--- config.mk ---
export PLATFORM = sky130hd
export DESIGN_NAME = vga_timing
export DESIGN_NICKNAME = d
export VERILOG_FILES = /design/src/rtl/vga_pkg.sv /design/src/rtl/wrap_counter.sv /design/src/rtl/vga_timing.sv
export SDC_FILE = /design/constraint.sdc
export NUM_CORES = 1
export LEC_CHECK = 0
export CORE_ASPECT_RATIO = 1.4
export CORE_MARGIN = 4
export CORE_UTILIZATION = 50
export CTS_CLUSTER_DIAMETER = 50
export DETAILED_ROUTE_END_ITERATION = 12
export DONT_BUFFER_PORTS = 1
export GPL_ROUTABILITY_DRIVEN = 0
export PLACE_DENSITY_LB_ADDON = 0.1
export SLEW_MARGIN = 20
export SYNTH_ARGS = -nofsm -noshare
export SYNTH_HDL_FRONTEND = slang
export SYNTH_SLANG_ARGS = --single-unit
--- constraint.sdc ---
create_clock -name i_clk -period 5.75 [get_ports i_clk]
set_input_delay 0.8625 -clock i_clk [delete_from_list [all_inputs] [get_ports i_clk]]
set_output_delay 0.8625 -clock i_clk [all_outputs]
set_load 0.05 [all_outputs]
--- src/rtl/vga_pkg.sv ---
// Shared VGA timing constants (640x480@60 defaults) and the 10-bit coordinate type.
package vga_pkg;

  localparam int H_ACTIVE_DEF = 640;
  localparam int H_FP_DEF     = 16;
  localparam int H_SYNC_DEF   = 96;
  localparam int H_BP_DEF     = 48;
  localparam int V_ACTIVE_DEF = 480;
  localparam int V_FP_DEF     = 10;
  localparam int V_SYNC_DEF   = 2;
  localparam int V_BP_DEF     = 33;

  localparam int H_TOTAL_DEF = H_ACTIVE_DEF + H_FP_DEF + H_SYNC_DEF + H_BP_DEF;
  localparam int V_TOTAL_DEF = V_ACTIVE_DEF + V_FP_DEF + V_SYNC_DEF + V_BP_DEF;

  localparam int COORD_W = 10;
  typedef logic [COORD_W-1:0] coord_t;

  // Half-open window test lo <= c < hi.
  function automatic logic in_window(input coord_t c, input int lo, input int hi);
    return (int'(c) >= lo) && (int'(c) < hi);
  endfunction

endpackage

--- src/rtl/wrap_counter.sv ---
// Modulo-N counter with enable; o_tc flags the last count so a slower counter can chain off it.
module wrap_counter
  import vga_pkg::*;
#(
  parameter int MODULUS = H_TOTAL_DEF
) (
  input  logic               i_clk,
  input  logic               i_reset,
  input  logic               i_en,
  output logic [COORD_W-1:0] o_count,
  output logic               o_tc
);

  coord_t count_reg;

  assign o_tc    = (count_reg == coord_t'(MODULUS - 1));
  assign o_count = count_reg;

  always_ff @(posedge i_clk or posedge i_reset) begin
    if (i_reset) begin
      count_reg <= '0;
    end else if (i_en) begin
      count_reg <= o_tc ? '0 : count_reg + coord_t'(1);
    end
  end

endmodule

--- src/rtl/vga_timing.sv ---
// VGA sync/position generator; outputs are registered decodes of the current (h,v).
// Define VGA_TIMING_FRAME_CNT_EN to add the 16-bit o_frame_cnt output.
module vga_timing
  import vga_pkg::*;
#(
  parameter int H_ACTIVE = H_ACTIVE_DEF,
  parameter int H_FP     = H_FP_DEF,
  parameter int H_SYNC   = H_SYNC_DEF,
  parameter int H_BP     = H_BP_DEF,
  parameter int V_ACTIVE = V_ACTIVE_DEF,
  parameter int V_FP     = V_FP_DEF,
  parameter int V_SYNC   = V_SYNC_DEF,
  parameter int V_BP     = V_BP_DEF
) (
  input  logic                i_clk,
  input  logic                i_reset,
  output logic                o_hsync,
  output logic                o_vsync,
  output logic                o_active,
  output logic [COORD_W-1:0]  o_x,
  output logic [COORD_W-1:0]  o_y,
  output logic                o_line_start,
  output logic                o_frame_start
`ifdef VGA_TIMING_FRAME_CNT_EN
  ,
  output logic [15:0]         o_frame_cnt
`endif
);

  localparam int H_TOTAL = H_ACTIVE + H_FP + H_SYNC + H_BP;
  localparam int V_TOTAL = V_ACTIVE + V_FP + V_SYNC + V_BP;

  coord_t h;
  coord_t v;
  logic   h_tc;

  wrap_counter #(.MODULUS(H_TOTAL)) u_h_cnt (
    .i_clk   (i_clk),
    .i_reset (i_reset),
    .i_en    (1'b1),
    .o_count (h),
    .o_tc    (h_tc)
  );

  // The line counter only moves on the last pixel of each line.
  wrap_counter #(.MODULUS(V_TOTAL)) u_v_cnt (
    .i_clk   (i_clk),
    .i_reset (i_reset),
    .i_en    (h_tc),
    .o_count (v),
    .o_tc    ()
  );

  logic   hsync_next, vsync_next, active_next, line_start_next, frame_start_next;
  logic   hsync_reg, vsync_reg, active_reg, line_start_reg, frame_start_reg;
  coord_t x_reg, y_reg;

  always_comb begin
    hsync_next       = !in_window(h, H_ACTIVE + H_FP, H_ACTIVE + H_FP + H_SYNC);
    vsync_next       = !in_window(v, V_ACTIVE + V_FP, V_ACTIVE + V_FP + V_SYNC);
    active_next      = in_window(h, 0, H_ACTIVE) && in_window(v, 0, V_ACTIVE);
    line_start_next  = (h == '0);
    frame_start_next = line_start_next && (v == '0);
  end

  always_ff @(posedge i_clk or posedge i_reset) begin
    if (i_reset) begin
      hsync_reg       <= 1'b1;
      vsync_reg       <= 1'b1;
      active_reg      <= 1'b0;
      x_reg           <= '0;
      y_reg           <= '0;
      line_start_reg  <= 1'b0;
      frame_start_reg <= 1'b0;
    end else begin
      hsync_reg       <= hsync_next;
      vsync_reg       <= vsync_next;
      active_reg      <= active_next;
      x_reg           <= h;
      y_reg           <= v;
      line_start_reg  <= line_start_next;
      frame_start_reg <= frame_start_next;
    end
  end

  assign o_hsync       = hsync_reg;
  assign o_vsync       = vsync_reg;
  assign o_active      = active_reg;
  assign o_x           = x_reg;
  assign o_y           = y_reg;
  assign o_line_start  = line_start_reg;
  assign o_frame_start = frame_start_reg;

`ifdef VGA_TIMING_FRAME_CNT_EN
  logic [15:0] frame_cnt_reg;

  // Counts on the same edge that raises o_frame_start, so the first frame reads 1.
  always_ff @(posedge i_clk or posedge i_reset) begin
    if (i_reset) begin
      frame_cnt_reg <= '0;
    end else if (frame_start_next) begin
      frame_cnt_reg <= frame_cnt_reg + 16'd1;
    end
  end

  assign o_frame_cnt = frame_cnt_reg;
`endif

endmodule
==> out/metrics.yaml, run 1 <==
status:
  status: "complete, no violations"
grt:
  grt_start_max_net_pins: 27
  grt_overflow_total: 0
  grt_pass1_vias: 1067
  grt_use_total_pct: 15.2
  grt_pass1_wl_um: 5090
  antenna_found_initial: 0
clocking:
  clock-sinks: 45
  clockRootBuffer: "clkbuf_8"
  cts_tree: "done"
  clock_path_buffers: 2
  clk_pin_slew_ps: 70
  cts_hold_buf: 0
  post-cts-setup-buffers: 0
  cts_resized: 0
  htree_levels: 2
  clkLatencyLatePin_ps: 290
  cts_buffers: 5
layout:
  mostFrequentLayoutCell: "dfrtp_1"
  layout-drive-gt1-share_pct: 8.84
  fin_util_pct: 56.3
  nNetsFinal: 153
  stdcell_count: 187
  fillers: 277
  stdcell_area_mm2: 0.00190
  mostFrequentLayoutCells: "dfrtp_1, nor2_1, nand3_1, xnor2_1"
  register_area_mm2: 0.00113
  multiInputGateArea_um2: 598
  synthToLayoutAreaGrowth_pct: 7.88
  diodes: 0
die:
  die_area_mm2: 0.00455
  initial_core_util_pct: 52.1
  core_region_area_mm2: 0.00338
  die_y_um: 78.2
  rows: 25
  die_w_um: 58.2
  top_level_ports: 27
place:
  dp.cells: 179
  placed_cell_area_mm2: 0.00181
  hpwl_um: 2180
  io_buffer_count: 0
synthesis:
  ys_types: 34
  synthArstFlopShare_pct: 100
  syn-cell-area_mm2: 0.00176
  synth_top_area_share_pct: 61.1
  yosys-top-cells-area: "dfrtp_1, ha_1, xnor2_1"
  synthesis.nets: 147
  synth_edf_count: 0
  syn_area_per_cell_um2: 12.6
  yosysTopAreaCell: "dfrtp_1"
  synth_flop_cell: "dfrtp_1"
  ys_warn_count: 0
  synthCells: 140
  synth-seq-cells: 45
  yosysSeqAreaShare_pct: 64.1
critical_path:
  crit_path_start_kind: "flip-flop"
  required_ps: 5920
  arrival_ps: 2320
  crit_fanout: 8
  worstSetupPathType: "reg -> reg"
  reg2reg_from: "u_h_cnt.o_count[5]"
  startpoint: "u_h_cnt.o_count[5]"
  endpoint_kind: "flip-flop"
power:
  vdd_drop_max_mv: 0.175
  power.leakage_nw: 0.864
  total_power_w: 0.000515
  pwr_density_cell_mw_per_mm2: 271
sta:
  maxSlewViolCount: 0
  timing.final.crit_share_pct: 37.4
  setup_viol: 0
  rsz0062_at_grt: "no"
  worst_pin_slew_ps: 664
  fin_skew_ps: 4.25
  max_clock_freq_mhz: 465
  fin_tns_setup_ps: 0
  period_needed_ps: 2150
  final_hold_viol_count: 0
  max_slew_margin_pct: 55.4
routing:
  vias_per_cell: 5.71
  first_pass_iters: 3
  wirelength_um: 3060
  drt_iter0_markers: 17
  vias: 1067
  wl_per_cell_um: 16.3
  drc: 0
  drt.antenna.violating_nets: 0
flow_run:
  drv_cap: 0
worst_hold_path:
  hp-class: "in -> async"
state kept, by name, summed over array words and instances (netlist names):
register and count:
o_vsync 1, u_v_cnt.o_count 10, u_h_cnt.o_count 10, o_y 10, o_hsync 1, o_line_start 1
o_frame_start 1, o_x 10, o_active 1
synthesized netlist by cell type, types with 2 or more instances:
cell type / n
and4_1: 3
dfrtp_1: 43
dfstp_2: 2
ha_1: 5
inv_1: 7
nand2_1: 4
nand3_1: 9
nand4_1: 5
nor2_1: 12
nor2b_1: 4
nor3_1: 4
nor4_1: 5
o211ai_1: 3
o21ai_0: 3
xnor2_1: 7
xor2_1: 6
layout make-up:
cell class,instances,share of cell area [%]
clock buffers,8,4.74
inverters,7,1.38
multi-input cells,86,31.5
flip-flops and latches,45,59.4
well taps,40,2.63
repair buffers,1,0.395
kinds of logic (layout without fill, tap and decap cells):
group           after synthesis  in the layout  share of synthesized area [%]
compound gates               11             11                           4.12
xor+xnor                     13             13                           6.46
fa+ha+maj                     5              5                           3.55
buf+inv                       9             16                           1.99
flops                        45             45                           64.1
mux                           1              1                          0.568
simple gates                 56             56                           19.2
metrics by stage:
step	setup WS [ps]	hold WS, ps
global placement	3700	439
detailed placement	3650	439
CTS	3630	461
global route	3460	483
floorplan	3800	352
finish	3600	455
critical path, stage by stage (launching register included):
cell,delay [ps]
dfrtp_1,470
or4b_1,700
or3_4,430
nor3_1,320
nor2_1,100
where the power goes:
part / switching, W / leakage [nW] / total, W / internal, W
combinational: 0.00000568 / 0.225 / 0.00000617 / 0.000000493
sequential: 0 / 0.593 / 0.000316 / 0.000316
clock: 0.0000947 / 0.0455 / 0.000193 / 0.0000979
per-layer routing:
layer | global-route usage [%] | share of wire (%) | vias up
met1 | 15.4 | 39 | 533
met5 | 0 | 0 | -
li1 | - | - | 502
met2 | 26.2 | 53 | 24
met3 | 5.76 | 5.8 | 8
met4 | 8.12 | 2.5 | 0
final timing paths:
path / to / slack (ps) / depth (start not counted)
worst max-delay path: u_v_cnt.o_count[4] / 3600 / 4
worst min-delay path: u_h_cnt.o_count[7] / 460 / 1
worst max register to register: u_v_cnt.o_count[4] / 3600 / 4
worst min register to register: o_y[8] / 460 / 0
max in group asynchronous: o_vsync / 4540 / 2
min in group i_clk: o_y[8] / 460 / 0
Power figures use the tool's default switching activity.
==> inputs of run 2 (changes only) <==
==> constraint.sdc (replaced) <==
create_clock -name i_clk -period 2.25 [get_ports i_clk]
set_input_delay 0.3375 -clock i_clk [delete_from_list [all_inputs] [get_ports i_clk]]
set_output_delay 0.3375 -clock i_clk [all_outputs]
set_load 0.05 [all_outputs]
==> run 2 against run 1 <==
  * Clock skew is 3.1 ps higher
  * Fmax is 4.1% higher
  * Register-to-register slack worse by 3400 ps
  * Critical path depth stayed put
  * Cell area is 3.1% higher
  * Power grew to 2.8 times the previous value
  * Routed wire length is 4.4% higher
  * Clock-buffer cell count is 1 lower
  * Die area stayed put
  * Largest cell class unchanged
  * Largest power group unchanged
==> out/metrics.yaml, run 2 (synthesized netlist as in run 1, its figures left out) <==
status:
  status: "complete, no violations"
power:
  power.leakage_nw: 0.896  # +3.7%
  p_seq_share_pct: 56.1  # -5.3 points
  p_comb_share_pct: 1.2  # about the same
  pwr-share-clk_pct: 42.7  # +5.3 points
  sw_frac_of_total_pct: 18.6  # -0.93 points
  p_sw_w: 0.000267  # +170%
  vdd_drop_max_mv: 0.518  # +200%
  pwr_density_cell_mw_per_mm2: 735  # +170%
  internal_power_w: 0.00117  # +180%
die:
  initial_core_util_pct: 52.1  # unchanged
  die_area_mm2: 0.00455  # unchanged
  core_region_area_mm2: 0.00338  # unchanged
  rows: 25  # unchanged
  top_level_ports: 27  # unchanged
  die_y_um: 78.2  # unchanged
  die_w_um: 58.2  # unchanged
layout:
  synthToLayoutAreaGrowth_pct: 11.2
  layout-drive-gt1-share_pct: 11.3  # +2.4 points
  mostFrequentLayoutCells: "dfrtp_1, nor2_1, nand3_1, xnor2_1"
  nNetsFinal: 157  # +2.6%
  stdcell_count: 191  # +2.1%
  diodes: 0  # unchanged
  fin_util_pct: 58.0  # +1.7 points
  mostFrequentLayoutCell: "dfrtp_1"
clocking:
  clock_path_buffers: 2  # unchanged
  cts_tree: "done"
  post-cts-setup-buffers: 0  # unchanged
  clk_pin_slew_ps: 80  # about the same
  cts_buffers: 5  # unchanged
  htree_levels: 2  # unchanged
  clkLatencyLatePin_ps: 290  # about the same
  clockRootBuffer: "clkbuf_8"
  clock-sinks: 45  # unchanged
routing:
  vias_per_cell: 5.81  # +1.8%
  drc: 0  # unchanged
  drt.antenna.violating_nets: 0  # unchanged
  wirelength_um: 3190  # +4.4%
  drt_iter0_markers: 38  # +21
  wl_per_cell_um: 16.7  # +2.3%
  vias: 1109  # +3.9%
  first_pass_iters: 4  # +1
critical_path:
  crit_path_start_kind: "flip-flop"
  worstSetupPathType: "reg -> reg"
  endpoint_kind: "flip-flop"
  crit_fanout: 8  # unchanged
  required_ps: 2470  # -3450 ps
  arrival_ps: 2290  # -30 ps
sta:
  worst_pin_slew_ps: 525  # -140 ps
  final_hold_viol_count: 0  # unchanged
  max_clock_freq_mhz: 484  # +4.1%
  timing.final.crit_share_pct: 91.8  # +54 points
  max_slew_margin_pct: 65.0  # +9.6 points
  setup_viol: 0  # unchanged
  fin_skew_ps: 7.36  # +3.11 ps
  fin_tns_setup_ps: 0  # unchanged
  maxSlewViolCount: 0  # unchanged
  period_needed_ps: 2060  # -84.9 ps
  rsz0062_at_grt: "no"
grt:
  grt_start_max_net_pins: 45  # +67%
  grt_pass1_wl_um: 5480  # +7.7%
  grt_overflow_total: 0  # unchanged
  grt_pass1_vias: 1109  # +3.9%
  antenna_found_initial: 0  # unchanged
  grt_use_total_pct: 16.2  # +0.97 points
place:
  dp.cells: 182  # +1.7%
  hpwl_um: 2220  # +2.0%
  io_buffer_count: 0  # unchanged
flow_run:
  drv_cap: 0  # unchanged
worst_hold_path:
  hp-class: "reg -> reg"
-- run 2: power groups by stage --
| stage | combinational [W] | sequential [W] | clock [W] |
|---|---|---|---|
| final | 0.0000172 | 0.000808 | 0.000614 |
| after global routing | 0.0000211 | 0.000808 | 0.000660 |
| after CTS | 0.0000186 | 0.000808 | 0.000624 |
| after detailed placement | 0.0000173 | 0.000824 | 0 |
| after global placement | 0.0000165 | 0.000824 | 0 |
| after floorplan | 0.0000118 | 0.000824 | 0 |
-- run 2: metrics by stage --
stage                     setup WS (ps)  hold slack [ps]  instance area, um2  power (W)
after floorplan                     296              352                1760   0.000836
after global placement              252              231                1830   0.000841
after detailed placement            200              236                1830   0.000841
after CTS                           172              462                1960    0.00145
after global routing               53.3              480                1960    0.00149
final                               185              466                1960    0.00144
-- run 2: what timing repair did --
item                                    CTS  global route
endpoints found under the hold margin     1             0
endpoints found under the setup margin    0             0
hold buffers                              1             0
resized for setup                         0             0
-- run 2: critical path: stages (launching register included) --
cell and delay (ps):
dfrtp_1 440, or4b_1 680, or3_4 430, nor4_4 280, xor2_1 160
-- run 2: routing by layer --
layer	global-route usage [%]	vias up	wire, um
met4	6.96	0	57
met5	0	-	0
li1	-	513	-
met2	26.8	33	1750
met1	18.4	557	1190
met3	5.92	6	195
-- run 2: path summary, 6_finish.rpt --
| path | cells after the start | slack, ps | to | from |
|---|---|---|---|---|
| setup / recovery | 4 | 190 | u_v_cnt.o_count[8] | u_h_cnt.o_count[7] |
| min in group asynchronous | 2 | 490 | o_hsync | i_reset |
| max in group asynchronous | 3 | 1240 | o_vsync | i_reset |
| hold reg to reg | 0 | 470 | o_y[8] | u_v_cnt.o_count[8] |
| setup reg to reg | 4 | 190 | u_v_cnt.o_count[8] | u_h_cnt.o_count[7] |
| hold / removal | 0 | 470 | o_y[8] | u_v_cnt.o_count[8] |
-- run 2: layout make-up --
type	count	area (um2)
clock buffers	7	86.3
well taps	40	50.0
multi-input cells	86	598
fillers	276	1420
repair buffers	5	40.0
clock inverters	1	30.0
flip-flops and latches	45	1130
inverters	7	26.3
